<file path="config.mk">
export PLATFORM = sky130hd
export DESIGN_NAME = alu_share_arbiter
export DESIGN_NICKNAME = d
export VERILOG_FILES = /design/src/rtl/alu_pkg.sv /design/src/rtl/rr_arb2.sv /design/src/rtl/alu_share_arbiter.sv
export SDC_FILE = /design/constraint.sdc
export NUM_CORES = 1
export LEC_CHECK = 0
export CAP_MARGIN = 20
export CORE_UTILIZATION = 42
export DETAILED_ROUTE_END_ITERATION = 7
export PLACE_DENSITY = 0.87
export SLEW_MARGIN = 15
export SYNTH_ARGS = -nofsm -noshare
export SYNTH_HDL_FRONTEND = slang
export SYNTH_SLANG_ARGS = --single-unit
</file>
<file path="constraint.sdc">
create_clock -name clk -period 3.55 [get_ports clk]
set_input_delay 0.71 -clock clk [delete_from_list [all_inputs] [get_ports clk]]
set_output_delay 0.71 -clock clk [all_outputs]
set_load 0.02 [all_outputs]
</file>
<file path="src/rtl/alu_pkg.sv">
// Shared definitions for the ALU sharing arbiter: ALU control codes, arbiter
// state encoding and default widths.
package alu_pkg;

   localparam int DATA_W_DEF = 32;
   localparam int CTRL_W_DEF = 4;

   localparam logic [3:0] ALU_AND = 4'b0000;
   localparam logic [3:0] ALU_OR  = 4'b0001;
   localparam logic [3:0] ALU_ADD = 4'b0010;
   localparam logic [3:0] ALU_SUB = 4'b0110;
   localparam logic [3:0] ALU_SLT = 4'b0111;

   typedef enum logic [1:0] {
      ARB_IDLE = 2'd0,
      ARB_EXEC = 2'd1,
      ARB_RESP = 2'd2
   } arb_state_e;

endpackage

</file>
<file path="src/rtl/rr_arb2.sv">
// Two-way round-robin grant: a lone requester always wins, a tie goes to the
// port named by ptr_i.
module rr_arb2 (
   input  logic [1:0] valid_i,
   input  logic       ptr_i,
   output logic [1:0] gnt_o
);

   assign gnt_o[0] = valid_i[0] & (~valid_i[1] | ~ptr_i);
   assign gnt_o[1] = valid_i[1] & (~valid_i[0] |  ptr_i);

endmodule

</file>
<file path="src/rtl/alu_share_arbiter.sv">
// Shares one combinational ALU between the EX stage (port 0) and the branch/
// address helper (port 1). Optional statistics counters: ALU_ARB_STATS_EN.
module alu_share_arbiter
   import alu_pkg::*;
#(
   parameter int DATA_W = DATA_W_DEF,
   parameter int CTRL_W = CTRL_W_DEF,
   parameter int CNT_W  = 16
) (
   input  logic              clk,
   input  logic              rst_n,
   input  logic              req0_valid,
   output logic              req0_ready,
   input  logic [DATA_W-1:0] req0_a,
   input  logic [DATA_W-1:0] req0_b,
   input  logic [CTRL_W-1:0] req0_ctrl,
   input  logic              req1_valid,
   output logic              req1_ready,
   input  logic [DATA_W-1:0] req1_a,
   input  logic [DATA_W-1:0] req1_b,
   input  logic [CTRL_W-1:0] req1_ctrl,
   output logic              rsp0_valid,
   input  logic              rsp0_ready,
   output logic              rsp1_valid,
   input  logic              rsp1_ready,
   output logic [DATA_W-1:0] rsp_result,
   output logic              rsp_zero,
   output logic [DATA_W-1:0] alu_a,
   output logic [DATA_W-1:0] alu_b,
   output logic [CTRL_W-1:0] alu_ctrl,
   input  logic [DATA_W-1:0] alu_out,
   input  logic              alu_zero
`ifdef ALU_ARB_STATS_EN
   ,
   input  logic              stats_clr,
   output logic [CNT_W-1:0]  grant0_cnt,
   output logic [CNT_W-1:0]  grant1_cnt,
   output logic [CNT_W-1:0]  conflict_cnt
`endif
);

   arb_state_e        state_q;
   logic              owner_q;
   logic              rr_ptr_q;
   logic [DATA_W-1:0] alu_a_q, alu_b_q, rsp_result_q;
   logic [CTRL_W-1:0] alu_ctrl_q;
   logic              rsp_zero_q, rsp0_valid_q, rsp1_valid_q;
   logic [1:0]        gnt;
   logic              idle;

   rr_arb2 u_rr_arb2 (
      .valid_i ({req1_valid, req0_valid}),
      .ptr_i   (rr_ptr_q),
      .gnt_o   (gnt)
   );

   // Gated with rst_n so every output reads 0 while reset is held.
   assign idle       = rst_n & (state_q == ARB_IDLE);
   assign req0_ready = idle & gnt[0];
   assign req1_ready = idle & gnt[1];

   always_ff @(posedge clk or negedge rst_n) begin
      if (!rst_n) begin
         state_q      <= ARB_IDLE;
         owner_q      <= 1'b0;
         rr_ptr_q     <= 1'b0;
         alu_a_q      <= '0;
         alu_b_q      <= '0;
         alu_ctrl_q   <= '0;
         rsp_result_q <= '0;
         rsp_zero_q   <= 1'b0;
         rsp0_valid_q <= 1'b0;
         rsp1_valid_q <= 1'b0;
      end else begin
         case (state_q)
            ARB_IDLE: begin
               if (|gnt) begin
                  alu_a_q    <= gnt[1] ? req1_a    : req0_a;
                  alu_b_q    <= gnt[1] ? req1_b    : req0_b;
                  alu_ctrl_q <= gnt[1] ? req1_ctrl : req0_ctrl;
                  owner_q    <= gnt[1];
                  state_q    <= ARB_EXEC;
               end
            end
            ARB_EXEC: begin
               rsp_result_q <= alu_out;
               rsp_zero_q   <= alu_zero;
               rsp0_valid_q <= ~owner_q;
               rsp1_valid_q <= owner_q;
               state_q      <= ARB_RESP;
            end
            ARB_RESP: begin
               // The served port loses priority on the next tie.
               if (owner_q ? rsp1_ready : rsp0_ready) begin
                  rsp0_valid_q <= 1'b0;
                  rsp1_valid_q <= 1'b0;
                  rr_ptr_q     <= ~owner_q;
                  state_q      <= ARB_IDLE;
               end
            end
            default: state_q <= ARB_IDLE;
         endcase
      end
   end

   assign alu_a      = alu_a_q;
   assign alu_b      = alu_b_q;
   assign alu_ctrl   = alu_ctrl_q;
   assign rsp_result = rsp_result_q;
   assign rsp_zero   = rsp_zero_q;
   assign rsp0_valid = rsp0_valid_q;
   assign rsp1_valid = rsp1_valid_q;

`ifdef ALU_ARB_STATS_EN
   logic [CNT_W-1:0] grant0_cnt_q, grant1_cnt_q, conflict_cnt_q;

   always_ff @(posedge clk or negedge rst_n) begin
      if (!rst_n) begin
         grant0_cnt_q   <= '0;
         grant1_cnt_q   <= '0;
         conflict_cnt_q <= '0;
      end else if (stats_clr) begin
         grant0_cnt_q   <= '0;
         grant1_cnt_q   <= '0;
         conflict_cnt_q <= '0;
      end else begin
         if (req0_valid && req0_ready && !(&grant0_cnt_q))
            grant0_cnt_q <= grant0_cnt_q + 1'b1;
         if (req1_valid && req1_ready && !(&grant1_cnt_q))
            grant1_cnt_q <= grant1_cnt_q + 1'b1;
         if (idle && req0_valid && req1_valid && !(&conflict_cnt_q))
            conflict_cnt_q <= conflict_cnt_q + 1'b1;
      end
   end

   assign grant0_cnt   = grant0_cnt_q;
   assign grant1_cnt   = grant1_cnt_q;
   assign conflict_cnt = conflict_cnt_q;
`endif

endmodule

</file>
# Yosys cells after proc, flatten, opt, wreduce, memory -nomap -nowiden
# Cells that the tools add are included.
# classes
n_eq_ne	4
muxes	10
bitwise	11
n_reduce_logical	7
# op_table
cell	n
2-to-1 mux 32 bit	2
AND reduction 2 bit	4
case mux 2 bit (3 select lines)	1
bitwise AND 1 bit	5
2-to-1 mux 2 bit	2
2-to-1 mux 4 bit	1
inverter 1 bit	4
case mux 1 bit (2 select lines)	2
== test 2 x 1 -> 1 bit (second input constant)	1
== test 2 bit (second input constant)	1
zero test 2 bit	1
2-to-1 mux 1 bit	2
inequality test 2 x 1 -> 1 bit (second input constant)	1
inequality test 2 bit (second input constant)	1
bitwise OR 1 bit	2
nonzero test 2 bit	1
OR reduction 2 bit	1
# word_totals
register_bits	107
in_bits	175
word_cells	42

# Depth between registers and ports, before layout
# depth
word_depth	6
mapped_depth	8

# By module
# Synthesis repeated with hierarchy kept, for this count alone.
# hier_totals
cells_unflattened	321
area_unflattened_um2	4899.7
# by_module_without_submodules
module	n_inst	cells_per_inst	area_per_inst_um2	seq_area_each_um2
alu_share_arbiter	1	318	4880.9	2677.6
rr_arb2	1	3	18.8	0.0

# Worst setup path after synthesis
# No wires, ideal clock.
# synth_path
path_kind	in2out
from	input port req1_valid
to	output port req1_ready
t_arrival_ns	1.470
t_required_ns	2.840
path_slack_ns	1.370
stages	5
path_buffers	2
path_cell_list	buf_2 > inv_2 > clkbuf_1 > nor2_1 > and3_1
# synth_between
elab_chain_cells	2
# synth_lines
item	line_no	rtl
from (decl)	alu_share_arbiter.sv:17	input logic req1_valid,
bitwise AND 1 bit	rr_arb2.sv:10	assign gnt_o[1] = valid_i[1] & (~valid_i[0] | ptr_i);
bitwise AND 1 bit	alu_share_arbiter.sv:60	assign req1_ready = idle & gnt[1];
to (decl)	alu_share_arbiter.sv:18	output logic req1_ready,
# No other way between the ends.

# Final worst setup path
# layout_path
from	input port req0_valid
to	output port req1_ready
# layout_between
elab_chain_cells	4
# layout_lines
item	line_no	rtl
from (decl)	alu_share_arbiter.sv:12	input logic req0_valid,
inverter 1 bit	rr_arb2.sv:10	
bitwise OR 1 bit	rr_arb2.sv:10	
bitwise AND 1 bit	rr_arb2.sv:10	
bitwise AND 1 bit	alu_share_arbiter.sv:60	
# No other way between the ends.

==> flow_summary.ini <==
[global_route]
first_global_vias = 5465
grt_overflow = 0
grt_max_degree = 69
grt_usage = 0.2790
antenna_found_initial = 0
grt_pass1_wl_um = 27510

[synth]
syn_area_sq_mm = 0.004969
ys_types = 28
yosysSeqAreaShare = 0.5389
syn-num-nets = 743
synth_top_flop_cell = dfrtp_1
synthArstFlopShare = 1.000
synth_area_leader_cell = dfrtp_1
avgSynthCellArea_sq_um = 8.747
ys_ff_latch = 107
synth_edf_count = 0
ys_warn_count = 0
netlist_instances = 568
synthTopCellsByArea = dfrtp_1, a31oi_1, nand2_1
yosysTopAreaCellShare = 0.5389

[drt]
drt-total-wl_um = 17350
drtIter0Drc = 426
firstDrtPassIters = 5
vias = 5543
routed.top_layer = met4
wl_met1_um = 6740
wl_per_cell_um = 18.11
routed-wl-met2_um = 8789
antenna_left = 0
drc = 0
wl_met3_um = 1232
via_per_inst = 5.786

[clock_network]
clkSlewWorstSetupHoldPaths_ps = 80
cts_resized = 0
cts-buffers-inserted = 9
ctsHoldBuffers = 0
clock-sinks = 107
postCtsSetupBuffers = 0
root_buffer = clkbuf_16
clk_latency_ps = 340
cts_tree = yes
clk_path_buf_depth = 2
htreeDepth = 3

[status]
outcome = finished clean

[sta]
rsz0062_at_grt = no
whs_ps = 168.3
totalNegativeSetupSlack_ps = 0
timing.final.crit_share = 0.8701
hold_violations = 0
maxSlewViolCount = 0
finalSetupViolCount = 0
skew_ps = 12.07
worst_pin_slew_ps = 845.8
slew_headroom = 0.4361
timing.fmax_ghz = 0.3238
period_needed_ps = 3089

[power]
clkPwrFrac = 0.144
combinationalPowerShare = 0.539
internal-power_uw = 4088
power_density_mw_per_mm2 = 869.1
seq_power_share = 0.317
power_switching_share = 0.4172
irDropWorstVdd_mv = 0.5389
power.switching_uw = 2926
leakagePower_uw = 0.003311

[cells_and_area]
drive_gt1_frac = 0.04540
final_cell_mix = clkdlybuf4s50_1, dfrtp_1, nand2_1
final_common_cell = clkdlybuf4s50_1
areaGrowthSynthToFinish_pct = 62.43
num_antenna_cells = 0
nets = 985

[worst_setup_path]
crit_fanout = 4
reg2reg_from = state_q[0]
critPathMaxStageDelay_ps = 710
cpLargestDelayFamily = buffers and inverters
path_buf_inv = 2
start_kind = primary input
crit_required_ps = 2840
crit_type = in -> out
crit_path_start = req0_valid
cp_cell_sequence = clkdlybuf4s50_1, nor2b_4, nor2_1, and3_1, clkdlybuf4s50_1
slowest_stage = clkdlybuf4s50_1
arrival_ps = 2380
worstSetupEndpointType = output pin
crit_top_cell = clkdlybuf4s50_1

[floorplanning]
rows = 39
core_area_sq_mm = 0.01147
die-area_sq_mm = 0.01227
start_util = 0.4333
die_x_um = 110.8
die_h_um = 110.8
io-pin-count = 280

[hold_path]
hp-class = in -> async

[placed_design]
numPortBuffers = 279
dpl.hpwl_um = 12020
gp_congestion = 0.8278

[run]
drv_cap = 0
==> stage by stage <==
step | util | cell area (sq um) | cells | setup WS, ps | total power (uW)
2_1_floorplan | - | 4969 | 568 | 1370 | 4172
3_3_place_gp | 0.6768 | 7761 | 942 | 512.0 | 5857
3_5_place_dp | 0.6768 | 7761 | 942 | 494.7 | 6016
4_1_cts | 0.7033 | 8065 | 958 | 486.7 | 7041
5_1_grt | 0.7038 | 8070 | 958 | 418.6 | 7402
6_report | 0.7038 | 8070 | 958 | 461.3 | 7014
==> synth_stat cells (2+ instances only) <==
master,instances
a21oi_1,72
a31oi_1,68
buf_2,14
buf_6,5
clkbuf_1,40
dfrtp_1,107
inv_2,2
nand2_1,103
nand2b_1,2
nand3_1,68
nor2b_1,3
o21ai_0,67
o21ai_1,2
==> power by group through the flow <==
stage / clock, uW / combinational, uW / sequential, uW
after floorplan: 0 / 1260 / 2910
after global placement: 0 / 3670 / 2180
after detailed placement: 0 / 3780 / 2230
after CTS: 1030 / 3790 / 2220
after global routing: 1080 / 4030 / 2300
final: 1010 / 3780 / 2230
==> area by class of cell <==
class                           count  area [sq um]
Fill cell                         867          3397
Timing Repair Buffer              291          2888
Sequential cell                   107          2678
Multi-Input combinational cell    398          2011
Clock buffer                       11         242.7
Tap cell                          143         178.9
Clock inverter                      5         61.31
Inverter                            3         11.26
==> layer usage <==
| layer | vias up | track usage |
|---|---|---|
| met5 | - | 0 |
| met4 | 0 | 0.1093 |
| met3 | 52 | 0.05303 |
| met2 | 310 | 0.4961 |
| met1 | 2681 | 0.3319 |
| li1 | 2500 | - |
==> final timing paths <==
kind                                  end  slack [ps]  cells after the start
max                            req1_ready         460                      5
min                              alu_b[7]         170                      1
max reg2reg                     alu_a[19]        1450                      6
min reg2reg                rsp_result[27]         480                      2
max in group asynchronous  rsp_result[26]        2330                      2
min in group clk           rsp_result[27]         480                      2
==> flip-flops by register name (all words and copies together), names as in the netlist <==
name / count
rsp_result: 32
rsp1_valid: 1
rsp_zero: 1
rsp0_valid: 1
alu_b: 32
rr_ptr_q: 1
state_q: 2
alu_a: 32
owner_q: 1
alu_ctrl: 4
==> cell families after synthesis <==
| kind of cell | Yosys count | share of synthesized area |
|---|---|---|
| AOI/OAI and AO/OA | 214 | 0.2362 |
| buffers and inverters | 63 | 0.05943 |
| DFF | 107 | 0.5389 |
| and+or+nand+nor | 184 | 0.1655 |
Power figures use the tool's default switching activity.
